### src/rtl/ecc_isa_pkg.sv
// Shared ISA definitions for the instruction decoder: opcodes, field layout,
// one-hot FSM encoding and default widths.
package ecc_isa_pkg;

    localparam int unsigned DefIw = 16;
    localparam int unsigned DefAw = 8;
    localparam int unsigned RemW  = 12;

    localparam logic [3:0] OpNop  = 4'h0;
    localparam logic [3:0] OpHalt = 4'hE;
    localparam logic [3:0] OpLoop = 4'hF;

    typedef enum logic [4:0] {
        StIdle = 5'b00001,
        StFill = 5'b00010,
        StRun  = 5'b00100,
        StLoop = 5'b01000,
        StHalt = 5'b10000
    } state_e;

    typedef struct packed {
        logic [3:0] op;
        logic [3:0] f2;
        logic [3:0] f1;
        logic [3:0] f0;
    } instr_t;

    // Cycles spent in the loop state: iterations times body span (255 * 16 fits in 12 bits).
    function automatic logic [RemW-1:0] loop_span(input logic [7:0] cnt1, input logic [3:0] cnt2);
        return {4'b0000, cnt1} * ({8'h00, cnt2} + 12'd1);
    endfunction

endpackage

### src/rtl/loop_tracker.sv
// Remaining-cycle counter for an active loop; flags the final loop cycle.
module loop_tracker
    import ecc_isa_pkg::*;
(
    input  logic            i_clk,
    input  logic            i_rst_n,
    input  logic            i_load,
    input  logic [RemW-1:0] i_load_val,
    input  logic            i_dec,
    output logic            o_last
);

    logic [RemW-1:0] r_rem;

    always_ff @(posedge i_clk or negedge i_rst_n) begin
        if (!i_rst_n) begin
            r_rem <= '0;
        end else if (i_load) begin
            r_rem <= i_load_val;
        end else if (i_dec && (r_rem != '0)) begin
            r_rem <= r_rem - 12'd1;
        end
    end

    assign o_last = (r_rem == 12'd1);

endmodule

### src/rtl/instr_decode.sv
// Instruction decoder: sequences program start, decodes ROM words into ALU
// operations, loop-load pulses for the program counter, and halt.
module instr_decode
    import ecc_isa_pkg::*;
#(
    parameter int unsigned IW = DefIw,
    parameter int unsigned AW = DefAw
) (
    input  logic          clk,
    input  logic          rst,
    input  logic          start,
    input  logic [AW-1:0] addr,
    output logic [AW-1:0] rom_addr,
    input  logic [IW-1:0] rom_data,
    output logic          pc_enable,
    output logic          loop_enable,
    output logic [7:0]    cnt1,
    output logic [3:0]    cnt2,
    output logic          op_valid,
    output logic [3:0]    opcode,
    output logic [3:0]    dst,
    output logic [3:0]    src_a,
    output logic [3:0]    src_b,
    output logic          done
);

    state_e r_state, w_state_next;

    logic       r_pc_enable, w_pc_enable_next;
    logic       r_loop_enable, w_loop_enable_next;
    logic       r_op_valid, w_op_valid_next;
    logic       r_done, w_done_next;
    logic [7:0] r_cnt1, w_cnt1_next;
    logic [3:0] r_cnt2, w_cnt2_next;
    logic [3:0] r_opcode, w_opcode_next;
    logic [3:0] r_dst, w_dst_next;
    logic [3:0] r_src_a, w_src_a_next;
    logic [3:0] r_src_b, w_src_b_next;

    instr_t          w_instr;
    logic            w_is_alu;
    logic            w_loop_go;
    logic            w_rem_load;
    logic            w_rem_dec;
    logic            w_rem_last;
    logic [RemW-1:0] w_rem_val;

    assign rom_addr  = addr;
    assign w_instr   = rom_data[15:0];
    assign w_is_alu  = (w_instr.op != OpNop) && (w_instr.op != OpHalt) && (w_instr.op != OpLoop);
    assign w_loop_go = (w_instr.op == OpLoop) && ({w_instr.f1, w_instr.f0} != 8'h00);
    assign w_rem_val = loop_span({w_instr.f1, w_instr.f0}, w_instr.f2);

    loop_tracker u_loop_tracker (
        .i_clk      (clk),
        .i_rst_n    (rst),
        .i_load     (w_rem_load),
        .i_load_val (w_rem_val),
        .i_dec      (w_rem_dec),
        .o_last     (w_rem_last)
    );

    always_ff @(posedge clk or negedge rst) begin
        if (!rst) begin
            r_state <= StIdle;
        end else begin
            r_state <= w_state_next;
        end
    end

    always_comb begin
        w_state_next       = r_state;
        w_pc_enable_next   = 1'b0;
        w_loop_enable_next = 1'b0;
        w_op_valid_next    = 1'b0;
        w_done_next        = r_done;
        w_cnt1_next        = r_cnt1;
        w_cnt2_next        = r_cnt2;
        w_opcode_next      = r_opcode;
        w_dst_next         = r_dst;
        w_src_a_next       = r_src_a;
        w_src_b_next       = r_src_b;
        w_rem_load         = 1'b0;
        w_rem_dec          = 1'b0;

        unique case (r_state)
            StIdle: begin
                if (start) begin
                    w_pc_enable_next = 1'b1;
                    w_state_next     = StFill;
                end
            end
            StFill: begin
                w_state_next = StRun;
            end
            StRun, StLoop: begin
                if (r_state == StLoop) begin
                    w_rem_dec = 1'b1;
                    if (w_rem_last) begin
                        w_state_next = StRun;
                    end
                end
                // Halt overrides loop exit; nested loops decode as NOP.
                if (w_instr.op == OpHalt) begin
                    w_state_next = StHalt;
                    w_done_next  = 1'b1;
                end else if (w_is_alu) begin
                    w_op_valid_next = 1'b1;
                    w_opcode_next   = w_instr.op;
                    w_dst_next      = w_instr.f2;
                    w_src_a_next    = w_instr.f1;
                    w_src_b_next    = w_instr.f0;
                end else if (w_loop_go && (r_state == StRun)) begin
                    w_loop_enable_next = 1'b1;
                    w_cnt1_next        = {w_instr.f1, w_instr.f0};
                    w_cnt2_next        = w_instr.f2;
                    w_rem_load         = 1'b1;
                    w_state_next       = StLoop;
                end
            end
            StHalt: begin
                w_done_next = 1'b1;
            end
            default: begin
                w_state_next = StIdle;
            end
        endcase
    end

    always_ff @(posedge clk or negedge rst) begin
        if (!rst) begin
            r_pc_enable   <= 1'b0;
            r_loop_enable <= 1'b0;
            r_op_valid    <= 1'b0;
            r_done        <= 1'b0;
            r_cnt1        <= '0;
            r_cnt2        <= '0;
            r_opcode      <= '0;
            r_dst         <= '0;
            r_src_a       <= '0;
            r_src_b       <= '0;
        end else begin
            r_pc_enable   <= w_pc_enable_next;
            r_loop_enable <= w_loop_enable_next;
            r_op_valid    <= w_op_valid_next;
            r_done        <= w_done_next;
            r_cnt1        <= w_cnt1_next;
            r_cnt2        <= w_cnt2_next;
            r_opcode      <= w_opcode_next;
            r_dst         <= w_dst_next;
            r_src_a       <= w_src_a_next;
            r_src_b       <= w_src_b_next;
        end
    end

    assign pc_enable   = r_pc_enable;
    assign loop_enable = r_loop_enable;
    assign op_valid    = r_op_valid;
    assign done        = r_done;
    assign cnt1        = r_cnt1;
    assign cnt2        = r_cnt2;
    assign opcode      = r_opcode;
    assign dst         = r_dst;
    assign src_a       = r_src_a;
    assign src_b       = r_src_b;

endmodule

### config.mk
export PLATFORM = sky130hd
export DESIGN_NAME = instr_decode
export DESIGN_NICKNAME = d
export VERILOG_FILES = /design/src/rtl/ecc_isa_pkg.sv /design/src/rtl/loop_tracker.sv /design/src/rtl/instr_decode.sv
export SDC_FILE = /design/constraint.sdc
export NUM_CORES = 1
export LEC_CHECK = 0
export ABC_AREA = 1
export CAP_MARGIN = 10
export CORE_AREA = 2 2 84 86
export DETAILED_ROUTE_END_ITERATION = 12
export DIE_AREA = 0 0 86 88
export PLACE_DENSITY = 0.94
export RECOVER_POWER = 100
export SETUP_SLACK_MARGIN = 0.2
export SYNTH_ARGS = -nofsm -noshare
export SYNTH_HDL_FRONTEND = slang
export SYNTH_SLANG_ARGS = --single-unit
### constraint.sdc
create_clock -name clk -period 4.2 [get_ports clk]
set_input_delay 0.84 -clock clk [delete_from_list [all_inputs] [get_ports clk]]
set_output_delay 0.84 -clock clk [all_outputs]
set_load 0.005 [all_outputs]
# Yosys cells after proc, flatten, opt, wreduce, memory -nomap -nowiden
# Cells that the tools add are included.
# totals
inputBits,27
wordCells,67
reg_bits,49
out_inout_bits,40
# op_classes
mul,1
n_bitwise,3
n_eq_ne,12
addsub,2
n_reduce_logical,15
muxes,22
# op_table
cell,count
5-bit two-way mux,6
12-bit two-way mux,2
5-bit one-hot mux with 4 select lines,1
12-bit by 1-bit equality test with 1-bit output (second input constant),1
8-bit by 5-bit multiplier with 12-bit output,1
1-bit two-way mux,12
12-bit nonzero test,1
12-bit by 1-bit subtractor with 12-bit output (second input constant),1
4-bit equality test (second input constant),2
4-bit inequality test (second input constant),2
8-bit nonzero test,1
4-bit by 1-bit adder with 5-bit output (second input constant),1
5-bit by 1-bit equality test with 1-bit output (second input constant),1
5-bit by 2-bit equality test with 1-bit output (second input constant),1
5-bit by 3-bit equality test with 1-bit output (second input constant),1
5-bit by 4-bit equality test with 1-bit output (second input constant),1
5-bit equality test (second input constant),1
1-bit logical AND,5
2-bit inequality test (second input constant),2
2-bit AND reduction,2
4-bit AND reduction,1
2-bit nonzero test,2
4-bit nonzero test,1
1-bit NOT,3
other kinds (3),3

# Longest topological paths before layout
# depth
ltp_word,8
ltp_mapped,23
ltp_nobuf,23

# Modules after synthesis
# A second synthesis with hierarchy kept.
# hier_totals
hier_cells,511
area_unflattened_um2,3993.8
# by_module_without_submodules
mod,n_inst,seq_area_each_um2,area_each_um2,cells_each
instr_decode,1,927.1,3036.7,366
loop_tracker,1,300.3,957.2,145

# Worst setup path before layout
# Ideal clock, no wire load.
# synth_path
kind,input to register
from,in rom_data[8]
to,reg u_loop_tracker.r_rem[9]
setup_ns,0.077
arrival_ns,4.134
t_required_ns,4.123
slack_ns,-0.012
cell_stages,18
path_cell_list,inv_1 > nor3_1 > or2_2 > nand2_1 > nor2_1 > fa_1 > fa_1 > inv_1 > fa_1 > inv_1 > ha_1 > a21oi_1 > nor2_1 > nor2_1 > nand3_1 > nand2_1 > nand2_1 > a21oi_1
# synth_via
elab_chain_len,3
# synth_rtl
item,line_no,text
start: declaration,instr_decode.sv:14,"input logic [IW-1:0] rom_data,"
4-bit by 1-bit adder with 5-bit output,ecc_isa_pkg.sv:30,"return {4'b0000, cnt1} * ({8'h00, cnt2} + 12'd1);"
8-bit by 5-bit multiplier with 12-bit output,ecc_isa_pkg.sv:30,
12-bit two-way mux,loop_tracker.sv:18,end else if (i_load) begin
end signal: assignment,loop_tracker.sv:19,r_rem <= i_load_val;
end signal: assignment,loop_tracker.sv:21,r_rem <= r_rem - 12'd1;
end: declaration,loop_tracker.sv:13,logic [RemW-1:0] r_rem;
# Every way passes these cells.
# A chain may end at the register's enable or synchronous reset.

# Worst setup path after layout
# layout_path
from,in rom_data[8]
to,reg u_loop_tracker.r_rem[11]
# Same word-level chain as after synthesis.

==> out/qor.yml <==
run_status:
  status: "finished, violations left"
  violations: "max-capacitance violations, max-slew violations"
cells_and_area:
  diodes: 0
  finalNetCount: 630
  synthToLayoutAreaGrowth_pct: 28.00
  drive_gt1_share_pct: 22.52
  finalNonFillerCells: 644
setup_path:
  slowest_stage: "fa_1"
  path_class: "input pin to flop"
  crit_path_end_kind: "flop"
  crit_top_cell: "fa_1"
  crit_fanout: 5
  cp_cell_sequence: "buf_8, clkinvlp_4, nor3_4, or2_4, nand2_8, nor2_4, fa_1, fa_1, inv_1, fa_1, inv_2, ha_4, nand2_4, nor2_1, nand3_2, nand3_2, inv_1, nand2_1, nand3_1, a21oi_1"
  start_kind: "input pin"
  cpPeakStageDelay_ns: 0.55
  rrSetupSlack_ns: 1.97
  crit_required_ns: 4.44
  cp_data_arrival_time_ns: 4.19
logic_synthesis:
  synth-xor-area-share_pct: 2.085
  synth.distinct_cells: 40
  synth.cell_area_sq_mm: 0.003780
  synth-seq-cells: 49
  synth_top_area_share_pct: 31.78
  yosysWarnings: 0
  avgSynthCellArea_sq_um: 7.794
  synth_compound_area_share_pct: 7.812
  async_flop_share_pct: 100.0
  synth_top_family_by_area: "simple AND/OR/NAND/NOR gates"
  synth_edf_count: 0
  yosys-top-cells-area: "dfrtp_1 (32%), nand2_1 (11%), fa_1 (9.0%), ha_1 (7.6%), inv_1 (7.2%)"
  syn_inst: 485
  synthesis.nets: 552
  yosys.area.top_type: "dfrtp_1"
  synth-adder-area-share_pct: 16.62
  synth-main-ff-cell: "dfrtp_1"
  ys_seq_area_share_pct: 32.47
  synthSimpleGateAreaFrac_pct: 28.73
  synthMuxAreaShare_pct: 0
placement:
  gp_congestion: 0.8791
  dpl.hpwl_mm: 7.233
  place_inst: 631
  dp_slack_ns: -0.6034
  portBuffers: 50
cts:
  clk_latency_ns: 0.31
  cts_buffer_depth: 2
  cts_root_buf: "clkbuf_8"
  clock_sinks: 49
  cts_hold_buffers: 0
  path_clk_slew_ns: 0.10
  htree_levels: 2
  cts_made_buffers: 5
  cts_tree: "built"
route:
  first_iter_violations: 239
  drt_pass1_iterations: 6
  num_vias: 3658
  wl_mm: 10.68
  wire_per_inst_um: 16.58
  ant_nets: 0
  remaining_drc_errors: 0
  vias_per_cell: 5.680
job:
  drv_cap: 1
global_routing:
  grt_util_all_layers_pct: 27.78
  antenna_found_initial: 0
  grt_first_pass_wirelength_mm: 16.72
  grt-ovfl-total: 0
  grt_max_degree: 50
  grt_pass1_vias: 3640
power_and_ir_drop:
  p_leak_nw: 2.589
  powerDensity_mw_per_mm2: 429.8
  ir_drop_mv: 0.1819
  p_total_mw: 2.080
sta:
  rsz0062_at_grt: "yes"
  period_share_pct: 94.11
  worstMarginPinSlew_ns: 2.650
  final.setup.tns_ns: 0
  hold_viol: 0
  worst_slack_ns: 0.2474
  setup_viol: 0
  clock.fmax_mhz: 253.0
  skew_ns: 0.006461
  fin_crit_ns: 3.953
  drv_slew: 50
  max_slew_margin_pct: -76.69
floorplan:
  dieArea_sq_mm: 0.007568
  pin_count: 67
  die_w_um: 86
  core_sq_mm: 0.006644
  start_util_pct: 56.89
  die_h_um: 88
  rows: 30
worst_hold_path:
  worstHoldPathType: "flop to flop"
==> final timing paths <==
check,start,to,depth (start not counted)
min reg2reg,done,done,1
min,done,done,1
max in group asynchronous,rst,r_state[2],1
max,rom_data[8],u_loop_tracker.r_rem[11],20
min in group asynchronous,rst,cnt2[0],1
max reg2reg,r_state[1],src_b[2],5
==> critical path, delay by kind of cell <==
| kind | cells | cell delay (ns) |
|---|---|---|
| simple gates | 10 | 0.97 |
| fa+ha+maj | 4 | 1.84 |
| buf+inv | 5 | 0.34 |
| compound gates | 1 | 0.18 |
==> report_power, final <==
group / leakage (nW) / switching, mW / total [mW] / internal (mW)
clock: 0.0574 / 0.173 / 0.367 / 0.194
sequential: 0.638 / 0.0949 / 0.705 / 0.610
combinational: 1.89 / 0.537 / 1.01 / 0.470
total: 2.59 / 0.805 / 2.08 / 1.27
==> synthesized netlist by cell type (2+ instances only) <==
cell type	n
o21ai_0	20
buf_2	2
buf_6	3
nand2_2	3
nand4_1	6
nor2_1	51
nor2_4	2
inv_1	73
nor2_2	4
dfrtp_1	48
xor2_1	9
nand3_1	30
a21o_1	2
buf_4	9
nand2_1	114
nand3_2	3
nand2_4	5
a21oi_1	11
fa_1	17
inv_2	15
or2_2	2
o21ai_1	14
nand4_2	3
ha_1	23
==> logic make-up (layout without fill, tap and decap cells) <==
logic type / after synthesis / in the layout
simple gates: 229 / 229
fa+ha+maj: 40 / 40
compound gates: 53 / 53
buf+inv: 105 / 184
xor+xnor: 9 / 9
flops: 49 / 49
==> cell type report <==
type / count / area, sq um
multi-input combinational: 331 / 2263
clock inverter: 2 / 37.54
clock buffer: 6 / 82.58
sequential: 49 / 1227
fill: 480 / 1805
timing repair buffer: 87 / 779.5
inverter: 89 / 347.8
tap: 80 / 100.1
==> registers in the layout (all words and copies together), names as in the netlist <==
name,flops
opcode,4
cnt1,8
done,1
r_state,5
src_a,4
u_loop_tracker.r_rem,12
dst,4
loop_enable,1
op_valid,1
src_b,4
pc_enable,1
cnt2,4
==> timing repair <==
item / 4_1_cts / 5_1_grt
pin swaps: 13 / 28
setup buffers: 2 / 3
endpoints found under the setup margin: 8 / 7
resized for setup: 26 / 33
==> layer usage <==
layer  global-route usage (%)  wire length (um)  vias up
met1                    33.93              4051     1796
met2                    49.68              5540      159
met3                    3.205               583       50
met4                    11.98               505        0
li1                         -                 -     1653
met5                        0                 0        -
==> stage by stage <==
step	hold slack (ns)	area, sq um	utilization, %
finish	0.4879	4838	72.82
global route	0.5090	4838	72.82
CTS	0.4938	4770	71.79
detailed placement	0.4727	4606	69.32
global placement	0.4540	4606	69.32
floorplan	0.4649	3900	-
==> layout by cell type (no fill, tap or decap), types with 2 or more instances in the layout <==
cell / n
inv_4: 2
nand2_1: 107
nand3_1: 26
nand2_4: 6
nor2_2: 6
clkdlybuf4s50_1: 8
a21o_1: 2
nand4_1: 7
xor2_1: 8
clkinv_1: 2
buf_6: 2
o21ai_1: 2
nand2_2: 8
fa_1: 16
a21oi_1: 9
inv_1: 64
clkbuf_8: 6
ha_1: 17
nor2_1: 45
nand3_2: 8
buf_4: 37
inv_2: 19
nand4_2: 2
dlymetal6s2s_1: 2
ha_4: 6
dfrtp_1: 48
nor2_4: 6
o21ai_0: 32
clkinvlp_4: 2
dlygate4sd3_1: 35
(Power assumes the default switching activity.)
